File: src/rtl/hs_instr_controller.sv
// ---------------------------------------------------------------------------
// hs_instr_controller
//
// Sequential instruction-decode controller. Accepts one instruction word per
// valid/ready handshake, registers its decoded fields and presents them to the
// ALU / register file with a second valid/ready handshake. Load and store
// instructions are then walked through a memory request/acknowledge exchange
// guarded by a timeout, and loads finish with a one-cycle register-file write.
//
// Optional build macro:
//   HS_CTRL_SIGN_EXT_EN  defined   -> imm is sign-extended from payload MSB
//                        undefined -> imm is zero-extended (default)
//
// Parameters:
//   DATA_W       instruction word width and imm output width
//   REG_W        register address field width (rd, rs, rt)
//   FX_W         function field width, also the ALU op select width
//   MEM_TIMEOUT  cycles allowed in MEM_WAIT without mem_ack (>= 1)
//
// Ports:
//   clk          clock, rising edge
//   rst_n        asynchronous active-low reset
//   instr        instruction word
//   instr_valid  instr is valid
//   instr_ready  controller can accept instr (IDLE only)
//   dec_valid    decoded fields valid (ISSUE)
//   dec_ready    downstream accepts decoded fields
//   ri           1 = immediate form, 0 = register form
//   rd, rs, rt   register addresses
//   fx           function field
//   imm          extended immediate
//   alu_opsel    ALU operation select
//   we1          load in progress
//   we2          store in progress
//   mem_req      memory request
//   mem_ack      memory acknowledge
//   rf_we        register-file write enable, one-cycle pulse
//   err          memory timeout, one-cycle pulse
// ---------------------------------------------------------------------------
module hs_instr_controller #(
    parameter int DATA_W      = 32,
    parameter int REG_W       = 6,
    parameter int FX_W        = 4,
    parameter int MEM_TIMEOUT = 15
) (
    input  logic              clk,
    input  logic              rst_n,
    input  logic [DATA_W-1:0] instr,
    input  logic              instr_valid,
    output logic              instr_ready,
    output logic              dec_valid,
    input  logic              dec_ready,
    output logic              ri,
    output logic [REG_W-1:0]  rd,
    output logic [REG_W-1:0]  rs,
    output logic [REG_W-1:0]  rt,
    output logic [FX_W-1:0]   fx,
    output logic [DATA_W-1:0] imm,
    output logic [FX_W-1:0]   alu_opsel,
    output logic              we1,
    output logic              we2,
    output logic              mem_req,
    input  logic              mem_ack,
    output logic              rf_we,
    output logic              err
);

    localparam int IMM_W = DATA_W - 1 - 2*REG_W - FX_W;
    localparam int CNT_W = $clog2(MEM_TIMEOUT + 1);

    // rt is carved out of the top of the payload, so the payload must be at
    // least one register field wide.
    if (IMM_W < REG_W) begin : g_bad_imm_w
        $error("hs_instr_controller: IMM_W (%0d) must be >= REG_W (%0d)", IMM_W, REG_W);
    end
    if (MEM_TIMEOUT < 1) begin : g_bad_timeout
        $error("hs_instr_controller: MEM_TIMEOUT must be >= 1");
    end

    localparam logic [FX_W-1:0] FX_LOAD  = {{(FX_W-1){1'b1}}, 1'b0};
    localparam logic [FX_W-1:0] FX_STORE = {FX_W{1'b1}};
    localparam logic [FX_W-1:0] OP_ADD   = '0;

    localparam logic [1:0] S_IDLE     = 2'd0;
    localparam logic [1:0] S_ISSUE    = 2'd1;
    localparam logic [1:0] S_MEM_WAIT = 2'd2;
    localparam logic [1:0] S_WB       = 2'd3;

    // The counter holds the number of MEM_WAIT cycles already spent, so the
    // last permitted cycle is the one where it equals MEM_TIMEOUT-1.
    localparam logic [CNT_W-1:0] CNT_LAST = CNT_W'(MEM_TIMEOUT - 1);

    logic [1:0]       state;
    logic [CNT_W-1:0] cnt;

    // Incoming instruction fields
    logic              in_ri;
    logic [REG_W-1:0]  in_rd;
    logic [REG_W-1:0]  in_rs;
    logic [FX_W-1:0]   in_fx;
    logic [IMM_W-1:0]  in_payload;
    logic              in_is_mem;
    logic [REG_W-1:0]  in_rt;
    logic [DATA_W-1:0] in_imm;
    logic [FX_W-1:0]   in_opsel;

    logic is_load;
    logic is_store;
    logic is_mem;
    logic timeout_hit;

    assign in_ri      = instr[DATA_W-1];
    assign in_rd      = instr[DATA_W-2 -: REG_W];
    assign in_rs      = instr[DATA_W-2-REG_W -: REG_W];
    assign in_fx      = instr[DATA_W-2-2*REG_W -: FX_W];
    assign in_payload = instr[IMM_W-1:0];
    assign in_is_mem  = (in_fx == FX_LOAD) || (in_fx == FX_STORE);

    always_comb begin
        in_rt    = '0;
        in_imm   = '0;
        in_opsel = in_is_mem ? OP_ADD : in_fx;
        if (in_ri) begin
`ifdef HS_CTRL_SIGN_EXT_EN
            in_imm = {{(DATA_W-IMM_W){in_payload[IMM_W-1]}}, in_payload};
`else
            in_imm = {{(DATA_W-IMM_W){1'b0}}, in_payload};
`endif
        end else begin
            in_rt = in_payload[IMM_W-1 -: REG_W];
        end
    end

    // The registered fx alone tells the later states which kind of
    // instruction is in flight, so no separate opcode class is stored.
    assign is_load     = (fx == FX_LOAD);
    assign is_store    = (fx == FX_STORE);
    assign is_mem      = is_load || is_store;
    assign timeout_hit = (cnt == CNT_LAST);

    always_ff @(posedge clk or negedge rst_n) begin
        if (!rst_n) begin
            state <= S_IDLE;
            cnt   <= '0;
        end else begin
            case (state)
                S_IDLE: begin
                    if (instr_valid) begin
                        state <= S_ISSUE;
                    end
                end
                S_ISSUE: begin
                    if (dec_ready) begin
                        if (is_mem) begin
                            state <= S_MEM_WAIT;
                            cnt   <= '0;
                        end else begin
                            state <= S_IDLE;
                        end
                    end
                end
                S_MEM_WAIT: begin
                    // An acknowledge on the final cycle still wins over the timeout.
                    if (mem_ack) begin
                        state <= is_load ? S_WB : S_IDLE;
                    end else if (timeout_hit) begin
                        state <= S_IDLE;
                    end else begin
                        cnt <= cnt + CNT_W'(1);
                    end
                end
                S_WB: begin
                    state <= S_IDLE;
                end
                default: begin
                    state <= S_IDLE;
                end
            endcase
        end
    end

    // Decoded fields only change on acceptance, which keeps them stable under
    // backpressure and through the memory and write-back phases.
    always_ff @(posedge clk or negedge rst_n) begin
        if (!rst_n) begin
            ri        <= 1'b0;
            rd        <= '0;
            rs        <= '0;
            rt        <= '0;
            fx        <= '0;
            imm       <= '0;
            alu_opsel <= '0;
        end else if (state == S_IDLE && instr_valid) begin
            ri        <= in_ri;
            rd        <= in_rd;
            rs        <= in_rs;
            rt        <= in_rt;
            fx        <= in_fx;
            imm       <= in_imm;
            alu_opsel <= in_opsel;
        end
    end

    // instr_ready is gated by rst_n because the reset state is IDLE, yet the
    // controller must not advertise readiness while held in reset.
    assign instr_ready = rst_n && (state == S_IDLE);
    assign dec_valid   = (state == S_ISSUE);
    assign mem_req     = (state == S_MEM_WAIT);
    assign we1         = mem_req && is_load;
    assign we2         = mem_req && is_store;
    assign rf_we       = ((state == S_ISSUE) && dec_ready && !is_mem) || (state == S_WB);
    assign err         = mem_req && !mem_ack && timeout_hit;

endmodule

File: config.mk
export PLATFORM = sky130hd
export DESIGN_NAME = hs_instr_controller
export DESIGN_NICKNAME = d
export VERILOG_FILES = /design/src/rtl/hs_instr_controller.sv
export SDC_FILE = /design/constraint.sdc
export NUM_CORES = 1
export LEC_CHECK = 0
export BUFFER_PORTS_ARGS = -buffer_cell sky130_fd_sc_hd__buf_2
export CELL_PAD_IN_SITES_DETAIL_PLACEMENT = 0
export CELL_PAD_IN_SITES_GLOBAL_PLACEMENT = 1
export CORE_MARGIN = 8
export CORE_UTILIZATION = 33
export DETAILED_ROUTE_END_ITERATION = 6
export PLACE_DENSITY = 0.9
export SLEW_MARGIN = 30
export SYNTH_ARGS = -nofsm -noshare
export SYNTH_HDL_FRONTEND = slang
export SYNTH_SLANG_ARGS = --single-unit
File: constraint.sdc
create_clock -name clk -period 2 [get_ports clk]
set_clock_uncertainty 0.1 [all_clocks]
set_input_delay 0.2 -clock clk [delete_from_list [all_inputs] [get_ports clk]]
set_output_delay 0.2 -clock clk [all_outputs]
set_load 0.005 [all_outputs]
==> metrics.txt <==
Hold Path Class=input pin to register; root buf cell=clkbuf_8; Avg Cell Area, Syn=8.935 sq um; Area contributors post-synth=dfrtp_1 54%, nand2_1 17%, buf_4 6.1%; CP max-delay cell=dfrtp_1; Clock Tree Buf Depth=2; Die Wd=97.95 microns; final worst-path cycle share=88.91%; Cells after Synth=248; antenna violations before repair=0; CTS tree=yes; prevailing post-synth register cell=dfrtp_1; critical setup path kind=register to primary output; DR iter-0 viols=69; metal3 WL=240 microns; Unique masters post-synth=28; status=completed; RSZ-0062 raised after global routing=no; crit end category=primary output; max-cap violations=0; routed vias/inst=4.424; Max stage delay on crit path=0.49 ns; Core ar.=6644 sq um; Total GRT Usage=11.80%; LEAKAGE=1.597 nW; setup TNS=0 ns; Clock Latency Late Sink=0.29 ns; #FFs+latches synth=48; most frequent cells in the layout=101 x nand2_1, 85 x buf_2, 48 x dfrtp_1, 22 x nand3_1, 17 x conb_1; Core Util, Final=42.28%; antenna fix cells=0; cell taking the most area after synthesis=dfrtp_1; WL final=5670 microns; IO Count=103; H-tree levels=2; largest net degree at the start of global routing=49; Routed Antenna Nets=0; Finish-stage setup viols=0; Detailed Place HPWL=4115 microns; fin nets=381; M1 WL=2547 microns; Routed WL per cell=13.44 microns; Initial Util=33.35%; DR vias=1,867; Post-CTS Repair Setup Buffers=0; commonest non-fill, non-tap cell in the layout=nand2_1; part of the Yosys area used for sequential elements=54.21%; grt ovf=0; vias in the first global route=1,831; area fraction of the dominant cell type after synthesis=54.21%; PwrDens=906.9 nW/um^2; Syn Std Cell Area=2216 sq um; DR pass1 iterations=4; fin crit period=1.778 ns; Area growth syn-to-layout=26.76%; Slew @ Worst Pin=0.6109 ns; crit path DAT=1.48 ns; Clk pin slew, worst setup/hold paths=0.09 ns; GPL Wtd Cong=0.7876; VDD IR max=372.6 uV; EDFF count, synth=0; CTS Buf Count=5; top sig layer=met4; CP bufs+invs=1; clock sinks=48; Slew Viols, Final=0; warnings from Yosys=0; Die Height=97.95 microns; Startpoint Class=register; port bufs=85; met2 wire length=2801 microns; first-pass GRT wire length=9301 microns; slew margin rel.=59.28%; row cnt=30; drt drc=0; crit path cell chain=nand2b_1 -> nor3_1 -> buf_2; data required time at the worst endpoint=1.70 ns; layout cell share with drive strength beyond 1=28.36%; Peak Freq=0.5624 GHz; Hold Vio Cnt, Final=0; worst-path fanout max=10; overall die area=9593 sq um; crit-path leading delay family=simple AND/OR/NAND/NOR gates; ys async rst share=100.0%
## sequential cells by signal (all words and copies together) (netlist names)
signal,cells
alu_opsel,4
cnt,4
fx,4
imm,15
rd,6
ri,1
rs,6
rt,6
state,2
## Yosys cell counts (all sizes together) (2+ instances only)
| library cell | instances |
|---|---|
| nand2 | 101 |
| o21ai | 6 |
| or3b | 2 |
| nor2 | 2 |
| a21oi | 7 |
| buf | 27 |
| dfrtp | 48 |
| nand3 | 22 |
| inv | 5 |
| nor3 | 2 |
| ha | 2 |
| nand2b | 8 |
| clkbuf | 2 |
| nor3b | 4 |
## repair_timing
action,4_1_cts,5_1_grt
hold endpoints to repair,59,0
resized for setup,0,0
hold buffers,12,0
setup endpoints to repair,0,0
## per-stage QoR
stage | power, mW | worst slack [ns] | hold WS [ns] | instance area [sq um] | cells
floorplan | 1.700 | 0.5485 | -0.1956 | 2276 | 264
global placement | 1.996 | 0.4165 | 0.2897 | 2611 | 403
detailed placement | 2.012 | 0.3853 | 0.2928 | 2611 | 403
CTS | 2.594 | 0.1934 | 0.0006753 | 2809 | 422
global route | 2.747 | 0.1241 | 0.01056 | 2809 | 422
finish | 2.547 | 0.2219 | 0.01626 | 2809 | 422
## worst paths after layout
kind	startpoint	endpoint	slack (ns)	cells past startpoint
max	state[0]	we1	0.22	3
max in group asynchronous	rst_n	rs[4]	0.90	3
min reg2reg	imm[0]	imm[0]	0.37	2
min	instr[19]	rs[0]	0.02	3
min in group asynchronous	rst_n	fx[1]	0.49	3
max reg2reg	state[0]	rt[2]	0.35	3
## tightest hold or removal path, cell delays in order
cell	delay, ns
buf_2	0.07
nand2_1	0.04
nand2_1	0.06
## final cells by class
cell class	count	area (sq um)
clock buffers	6	72.57
clock inverters	1	5.005
fillers	683	3835
inverters	5	18.77
multi-input cells	182	843.3
flip-flops and latches	48	1201
well taps	80	100.1
repair buffers	100	568.0
## logic make-up (layout without fill, tap and decap cells)
logic type / Yosys count / in the layout / synth area share, %
flops: 48 / 48 / 54.21
simple gates: 143 / 143 / 28.46
compound gates: 20 / 20 / 5.591
buf+inv: 34 / 112 / 10.45
fa+ha+maj: 2 / 2 / 1.129
other cells: 1 / 17 / 0.1692
## where the power goes
part	internal [mW]	switching, mW
combinational	0.308	0.366
sequential	1.18	0.139
clock	0.239	0.313
total	1.73	0.819
## routing by layer
metal	track usage (%)	vias to the layer above
li1	-	942
met2	19.55	51
met1	14.42	868
met4	4.317	0
met3	2.987	6
met5	0	-
Power figures use the tool's default switching activity.
